[src/rtl/mem_access_ctrl.sv]
// mem_access_ctrl: runs one decoded load/store at a time over a single-outstanding
// addr_ok/data_ok bus and returns extended load data or an address-error result.
typedef struct packed {
    logic        valid;
    logic        write;
    logic        sig;
    logic [1:0]  msize;
    logic [31:0] data;
} memory_args_t;

module mem_access_ctrl (
    input  logic         clk,
    input  logic         resetn,
    input  logic         in_valid,
    output logic         in_ready,
    input  memory_args_t args,
    input  logic [31:0]  addr,
    output logic         out_valid,
    input  logic         out_ready,
    output logic [31:0]  rdata,
    output logic         adel,
    output logic         ades,
    output logic [31:0]  badvaddr,
    input  logic         flush,
    output logic         dreq_valid,
    output logic [31:0]  dreq_addr,
    output logic         dreq_write,
    output logic [3:0]   dreq_strobe,
    output logic [31:0]  dreq_wdata,
    input  logic         dresp_addr_ok,
    input  logic         dresp_data_ok,
    input  logic [31:0]  dresp_rdata
);
    localparam logic [1:0] MSIZE1 = 2'd0;
    localparam logic [1:0] MSIZE2 = 2'd1;
    localparam logic [1:0] MSIZE4 = 2'd2;

    typedef enum logic [1:0] {IDLE, REQ, WAIT, DONE} state_t;

    state_t      state_q;
    logic        orphan_q;
    logic        sig_q;
    logic [1:0]  msize_q;
    logic [1:0]  off_q;
    logic [31:0] dreq_addr_q;
    logic        dreq_write_q;
    logic [3:0]  dreq_strobe_q;
    logic [31:0] dreq_wdata_q;
    logic [31:0] rdata_q;
    logic        adel_q;
    logic        ades_q;
    logic [31:0] badvaddr_q;

    logic        misalign_c;
    logic [3:0]  strobe_c;
    logic [31:0] wdata_c;
    logic [31:0] shifted_c;
    logic [31:0] load_c;
    logic        drop_c;

    // Alignment check, byte strobes and lane-replicated store data for the op on offer
    always_comb begin
        misalign_c = ((args.msize == MSIZE2) && addr[0]) ||
                     ((args.msize == MSIZE4) && (addr[1:0] != 2'b00));
        strobe_c   = 4'h0;
        wdata_c    = args.data;
        case (args.msize)
            MSIZE1: begin
                if (args.write) strobe_c = 4'b0001 << addr[1:0];
                wdata_c = {4{args.data[7:0]}};
            end
            MSIZE2: begin
                if (args.write) strobe_c = 4'b0011 << addr[1:0];
                wdata_c = {2{args.data[15:0]}};
            end
            default: begin
                if (args.write) strobe_c = 4'hF;
            end
        endcase
    end

    // Extract the addressed lane of the returned word and extend it
    always_comb begin
        shifted_c = dresp_rdata >> {off_q, 3'b000};
        load_c    = dresp_rdata;
        case (msize_q)
            MSIZE1:  load_c = sig_q ? {{24{shifted_c[7]}}, shifted_c[7:0]}
                                    : {24'h0, shifted_c[7:0]};
            MSIZE2:  load_c = sig_q ? {{16{shifted_c[15]}}, shifted_c[15:0]}
                                    : {16'h0, shifted_c[15:0]};
            default: load_c = dresp_rdata;
        endcase
    end

    // A response belongs to a killed op if a flush arrived earlier or arrives now
    assign drop_c = orphan_q | flush;

    always_ff @(posedge clk or negedge resetn) begin
        if (!resetn) begin
            state_q       <= IDLE;
            orphan_q      <= 1'b0;
            sig_q         <= 1'b0;
            msize_q       <= 2'b00;
            off_q         <= 2'b00;
            dreq_addr_q   <= 32'h0;
            dreq_write_q  <= 1'b0;
            dreq_strobe_q <= 4'h0;
            dreq_wdata_q  <= 32'h0;
            rdata_q       <= 32'h0;
            adel_q        <= 1'b0;
            ades_q        <= 1'b0;
            badvaddr_q    <= 32'h0;
        end else begin
            case (state_q)
                IDLE: begin
                    if (in_valid && !flush) begin
                        rdata_q    <= 32'h0;
                        adel_q     <= 1'b0;
                        ades_q     <= 1'b0;
                        badvaddr_q <= 32'h0;
                        if (!args.valid) begin
                            state_q <= DONE;
                        end else if (misalign_c) begin
                            adel_q     <= !args.write;
                            ades_q     <= args.write;
                            badvaddr_q <= addr;
                            state_q    <= DONE;
                        end else begin
                            sig_q         <= args.sig;
                            msize_q       <= args.msize;
                            off_q         <= addr[1:0];
                            dreq_addr_q   <= {addr[31:2], 2'b00};
                            dreq_write_q  <= args.write;
                            dreq_strobe_q <= strobe_c;
                            dreq_wdata_q  <= wdata_c;
                            state_q       <= REQ;
                        end
                    end
                end
                REQ: begin
                    // The request is never withdrawn; a flush only orphans it
                    if (flush) orphan_q <= 1'b1;
                    if (dresp_addr_ok) begin
                        if (dresp_data_ok) begin
                            if (drop_c) begin
                                orphan_q <= 1'b0;
                                state_q  <= IDLE;
                            end else begin
                                rdata_q <= dreq_write_q ? 32'h0 : load_c;
                                state_q <= DONE;
                            end
                        end else begin
                            state_q <= WAIT;
                        end
                    end
                end
                WAIT: begin
                    if (flush) orphan_q <= 1'b1;
                    if (dresp_data_ok) begin
                        if (drop_c) begin
                            orphan_q <= 1'b0;
                            state_q  <= IDLE;
                        end else begin
                            rdata_q <= dreq_write_q ? 32'h0 : load_c;
                            state_q <= DONE;
                        end
                    end
                end
                DONE: begin
                    if (flush || out_ready) state_q <= IDLE;
                end
                default: state_q <= IDLE;
            endcase
        end
    end

    assign in_ready    = (state_q == IDLE) && !orphan_q;
    assign out_valid   = (state_q == DONE);
    assign dreq_valid  = (state_q == REQ);
    assign dreq_addr   = dreq_addr_q;
    assign dreq_write  = dreq_write_q;
    assign dreq_strobe = dreq_strobe_q;
    assign dreq_wdata  = dreq_wdata_q;
    assign rdata       = rdata_q;
    assign adel        = adel_q;
    assign ades        = ades_q;
    assign badvaddr    = badvaddr_q;

endmodule

[config.mk]
export PLATFORM = sky130hd
export DESIGN_NAME = mem_access_ctrl
export DESIGN_NICKNAME = d
export VERILOG_FILES = /design/src/rtl/mem_access_ctrl.sv
export SDC_FILE = /design/constraint.sdc
export NUM_CORES = 1
export LEC_CHECK = 0
export ABC_AREA = 1
export ABC_CLOCK_PERIOD_IN_PS = 2540
export BUFFER_PORTS_ARGS = -buffer_cell sky130_fd_sc_hd__buf_2
export CAP_MARGIN = 5
export CORE_ASPECT_RATIO = 2
export CORE_MARGIN = 3
export CORE_UTILIZATION = 50
export CTS_BUF_LIST = sky130_fd_sc_hd__clkbuf_8 sky130_fd_sc_hd__clkbuf_16
export CTS_CLUSTER_DIAMETER = 50
export CTS_CLUSTER_SIZE = 14
export DETAILED_ROUTE_END_ITERATION = 7
export GPL_TIMING_DRIVEN = 0
export PLACE_DENSITY = 0.82
export SLEW_MARGIN = 20
export SYNTH_ARGS = -nofsm -noshare
export SYNTH_HDL_FRONTEND = slang
export SYNTH_SLANG_ARGS = --single-unit
[constraint.sdc]
create_clock -name clk -period 2.54 [get_ports clk]
set_clock_uncertainty 0.15 [all_clocks]
set_input_delay 0.508 -clock clk [delete_from_list [all_inputs] [get_ports clk]]
set_output_delay 0.508 -clock clk [all_outputs]
set_load 0.01 [all_outputs]
==> results of run 1 <==
## cell type report
cell class	count	area, µm²	share of cell area, %
plain buffers	47	216.5	2.499
clock buffers	18	439.2	5.071
clock inverters	14	180.2	2.080
inverters	59	221.5	2.557
multi-input cells	587	2624	30.29
flip-flops and latches	141	3528	40.74
well taps	150	187.7	2.167
repair buffers	245	1264	14.59
## per-layer routing
layer	global-route usage (%)	wire [µm]
met5	0	0
met4	13.16	690
met3	6.170	1521
met2	53.36	11600
met1	32.13	7442
## through the flow
step	total power, µW	util [%]	std cells
after global routing	11170	68.20	1261
after detailed placement	7814	63.24	1228
final	10450	68.20	1261
after floorplan	6061	-	834
after global placement	7699	62.95	1227
after CTS	10470	68.20	1261
## cell usage in the layout (no fill, tap or decap), types with 9 or more instances in the layout
cell,n
dfrtp_1,141
inv_1,54
ha_1,9
nor2_1,67
o21ai_1,50
nand2_1,316
clkbuf_1,26
o22ai_1,33
o21ai_0,37
buf_2,259
clkbuf_16,17
nand3_1,27
a21oi_1,26
## kinds of logic (layout without fill, tap and decap cells)
| group | count (synthesis) | count (layout) | synth area share, % |
|---|---|---|---|
| compound gates | 155 | 155 | 12.78 |
| buf+inv | 106 | 383 | 6.649 |
| fa+ha+maj | 9 | 9 | 1.710 |
| simple gates | 421 | 421 | 25.23 |
| flops | 141 | 141 | 53.57 |
| other cells | 1 | 2 | 0.05694 |
## synth_stat cells
cell type    n
a21oi_1     26
a21oi_2      1
buf_2       17
buf_4        3
buf_6        1
clkbuf_1    26
clkinv_1     1
conb_1       1
dfrtp_1    141
ha_1         9
inv_1       53
inv_2        5
nand2_1    316
nand2_2      1
nand3_1     27
nand3_2      1
nand3b_1     1
nand4_2      1
nor2_1      67
nor2_2       1
nor3_1       2
nor3_4       1
nor3b_1      1
o211ai_1     6
o21ai_0     37
o21ai_1     50
o21ai_2      1
o22ai_1     33
o31ai_1      1
or2_1        1
or2_2        1
## flip-flops by register name, summed over array words and instances, names as in the netlist
name	flops
orphan_q	1
adel	1
dreq_addr	30
ades	1
dreq_wdata	32
dreq_strobe	4
rdata	32
state_q	2
badvaddr	32
sig_q	1
off_q	2
msize_q	2
dreq_write	1
## where the power goes
part	switching (µW)	internal, µW
sequential	484	3120
combinational	2680	1530
clock	1050	1590
## critical path, delay by kind of cell, from the launching register on
| family | cells | cell delay [ns] |
|---|---|---|
| AO/OA/AOI/OAI | 1 | 0.06 |
| AND/OR/NAND/NOR | 4 | 0.74 |
| buffers and inverters | 5 | 0.59 |
| adder cells (fa/ha/maj) | 1 | 0.19 |
| flip-flops | 1 | 0.40 |
## final timing paths
path	from	end	slack [ns]	cells past startpoint
max in group asynchronous	resetn	rdata[5]	1.01	3
worst min register to register	dreq_addr[31]	dreq_addr[31]	0.32	2
worst max register to register	state_q[0]	dreq_addr[20]	0.24	11
min in group asynchronous	resetn	dreq_wdata[16]	0.48	2
worst max-delay path	state_q[0]	dreq_addr[20]	0.24	11
worst min-delay path	args[34]	sig_q	0.16	3
==> flow_summary.json, run 1 <==
{
  "status": "finished clean",
  "rsz0062_at_grt": "no",
  "synth-seq-cells": 141,
  "area_growth_pct": 31.50,
  "fmax_ghz": 0.4346,
  "syn-cell-area_um2": 6586,
  "worst_pin_slew_ns": 0.6733,
  "worstPathCellList": "inv_1 > ha_1 > inv_2 > nor3_4 > nand2_1 > nor2_2 > inv_2 > buf_6 > buf_2 > nand2_1 > o21ai_1",
  "drcViolationCount": 0,
  "antenna_found_initial": 0,
  "synth_top_area_share_pct": 53.57,
  "grt_usage_pct": 29.50,
  "cts_buffer_depth": 2,
  "wl_per_cell_um": 16.85,
  "grt_max_degree": 78,
  "hold_violations": 0,
  "num_rows": 58,
  "crit_arrival_ns": 2.43,
  "cts_root_buf": "clkbuf_16",
  "die_area_um2": 14670,
  "drive_gt1_share_pct": 27.81,
  "tns_ns": 0,
  "grt_pass1_vias": 6816,
  "finalSetupViolCount": 0,
  "post_cts_resize_count": 0,
  "hold_class": "input port to flop",
  "path_class": "flop to flop",
  "initial_core_util_pct": 51.86,
  "irDropWorstVdd_uv": 811.9,
  "drt-initial-drc-count": 408,
  "stdcell_area_um2": 8661,
  "post_cts_buffers": 0,
  "dp_slack_ns": 0.06431,
  "cts-buffers-inserted": 17,
  "crit_fanout": 10,
  "overflow": 0,
  "required_ns": 2.67,
  "die_w_um": 87.16,
  "wl_um": 21250,
  "grt_pass1_wl_um": 33820,
  "fin_crit_sh_pct": 90.58,
  "finalWorstSetupSlack_ns": 0.2393,
  "fin_crit_ns": 2.301,
  "avgSynthCellArea_um2": 7.907,
  "netlist_instances": 833,
  "num_io_pins": 246,
  "cp_slowest_stage_delay_ns": 0.40,
  "slowest_stage": "dfrtp_1",
  "drv_cap": 0,
  "synthTopCellsByArea": "dfrtp_1 (54%), nand2_1 (18%), nor2_1 (3.8%)",
  "placedInstanceArea_um2": 8031,
  "yosys_warnings": 0,
  "clock-sinks": 141,
  "holdWs_ns": 0.1632,
  "dr.pass1.iters": 5,
  "drt-vias-per-instance": 5.313,
  "num-nets-final": 1215,
  "drv_slew": 0,
  "htree_num_levels": 4,
  "power_density_nw_per_um2": 1206,
  "synth.distinct_cells": 31,
  "coreArea_um2": 12700,
  "critPathCaptureType": "flop",
  "max_slew_margin_pct": 54.95,
  "yosysTopAreaCell": "dfrtp_1",
  "hpwl_um": 16080,
  "die_y_um": 168.3,
  "portBuffers": 243,
  "fillCellCount": 1120,
  "gp_congestion": 0.9607,
  "cts_tree": "built",
  "num_antenna_cells": 0,
  "detail-route-antenna-nets": 0,
  "clk_pin_slew_ns": 0.06,
  "routed-via-count": 6700,
  "clock_latency_ns": 0.42,
  "leakage_uw": 0.004836,
  "start_kind": "flop",
  "hold_buffers": 1,
  "ys_seq_area_share_pct": 53.57
}
No activity file was read; power rests on OpenSTA's default activity.
==> inputs of run 2 (changes only) <==
--- a/config.mk
+++ b/config.mk
@@ -18,6 +18,7 @@
 export DETAILED_ROUTE_END_ITERATION = 7
 export GPL_TIMING_DRIVEN = 0
 export PLACE_DENSITY = 0.82
+export REMOVE_ABC_BUFFERS = 1
 export SLEW_MARGIN = 20
 export SYNTH_ARGS = -nofsm -noshare
 export SYNTH_HDL_FRONTEND = slang
==> flow_summary.json, run 2 (same netlist as run 1, synthesis figures left out) <==
{
  "rsz0062_at_grt": "yes",
  "regToRegEndpoint": "dreq_wdata[14]",
  "r2r_slack_ns": 0.23,
  "cts_tree": "built",
  "routed-via-count": 6300,
  "required_ns": 2.73,
  "portBuffers": 243,
  "leakage_uw": 0.004751,
  "cts-buffers-inserted": 17,
  "drcViolationCount": 0,
  "crit_fanout": 32,
  "instances_no_fill": 1223,
  "cts_buffer_depth": 2,
  "holdWs_ns": 0.1704,
  "coreArea_um2": 12700,
  "crit_start": "args[33]",
  "power_density_nw_per_um2": 1182,
  "stdcell_area_um2": 8559,
  "wl_um": 18790,
  "grt_pass1_wl_um": 30600,
  "wl_met3_um": 1000,
  "fmax_ghz": 0.4273,
  "final_common_cell": "nand2_1",
  "num_rows": 58,
  "hold_class": "input port to flop",
  "grt_usage_pct": 26.36,
  "path_class": "input port to flop",
  "placedInstanceArea_um2": 7888,
  "detail-route-antenna-nets": 0,
  "clock-sinks": 141,
  "met2_length_um": 10260,
  "critPathCaptureType": "flop",
  "overflow": 0,
  "fin_crit_sh_pct": 92.13,
  "drv_slew": 0,
  "hpwl_um": 13570,
  "drt-initial-drc-count": 386,
  "top_layer": "met4",
  "drv_cap": 0,
  "die_y_um": 168.3,
  "cp-endpoint": "state_q[1]",
  "cts_root_buf": "clkbuf_16",
  "htree_num_levels": 4,
  "dr.pass1.iters": 5,
  "area_growth_pct": 29.96,
  "die_w_um": 87.16,
  "die_area_um2": 14670,
  "grt_pass1_vias": 6154,
  "start_kind": "input port",
  "wl_per_cell_um": 15.36,
  "crit_arrival_ns": 2.53,
  "drt-vias-per-instance": 5.151,
  "worst_pin_slew_ns": 0.9264,
  "antenna_found_initial": 3,
  "irDropWorstVdd_uv": 753.8,
  "max_slew_margin_pct": 38.01,
  "finalSetupViolCount": 0,
  "num_io_pins": 246,
  "final_cell_mix": "nand2_1 (315), buf_2 (242), dfrtp_1 (141)",
  "gp_congestion": 0.8716,
  "drive_gt1_share_pct": 27.94,
  "clock_latency_ns": 0.40,
  "r2r_start": "state_q[0]",
  "totalPowerFinal_uw": 10120,
  "hold_violations": 0,
  "num-nets-final": 1174,
  "status": "finished clean",
  "clk_pin_slew_ns": 0.06,
  "dp.cells": 1184,
  "rr_worst_depth": 9,
  "grt_max_degree": 78,
  "initial_core_util_pct": 51.86,
  "fin_crit_ns": 2.340,
  "wl_met1_um": 6847
}
[run 2: worst min-delay path by stage]
stage                        startpoint       endpoint  slack [ns]  cells after the start
final                          addr[31]  dreq_addr[31]        0.17                      3
after global routing            args[7]  dreq_wdata[7]        0.16                      3
after CTS                      args[34]          sig_q        0.16                      3
after detailed placement  dreq_wdata[7]  dreq_wdata[7]        0.30                      2
after global placement    dreq_wdata[4]  dreq_wdata[4]        0.30                      2
after floorplan                  resetn           adel        0.06                      0
[run 2: metal layers]
metal,up-vias,track usage (%)
met1,2889,29.94
met3,47,4.212
met2,239,46.81
li1,3125,-
met5,-,0
met4,0,12.76
[run 2: critical path, cell delays in order]
cell and delay, ns:
buf_2 0.28, inv_1 0.11, nand2_1 0.10, o21ai_4 0.38, buf_16 0.24, clkinvlp_4 0.50, nand3_1 0.21, nand3_1 0.09
nand2_1 0.09
[run 2: final cells by class]
class	count	area, µm²
fill	1105	4140
sequential	141	3528
multi-input combinational	588	2650
timing repair buffer	250	1341
clock buffer	17	425.4
inverter	59	231.5
clock inverter	15	187.7
tap	150	187.7
antenna	3	7.507
[run 2: what timing repair did]
item,in CTS,in global routing
setup buffers,2,0
gates resized for setup,3,2
endpoints found under the setup margin,108,33
hold buffers,1,0
endpoints found under the hold margin,64,0
pin swaps,2,0
cloned,1,0
[run 2: stage by stage]
stage	worst slack [ns]	util, %	TNS (ns)
floorplan	-0.5836	-	-38.67
global placement	-1.920	61.24	-322.55
detailed placement	-0.9182	62.11	-71.55
CTS	0.01649	67.29	0
global route	-0.007678	67.40	-0.007678
finish	0.2000	67.40	0
[run 2: report_power, final]
part	switching [µW]	internal, µW
Clock	997	1560
Sequential	556	3120
Combinational	2420	1460
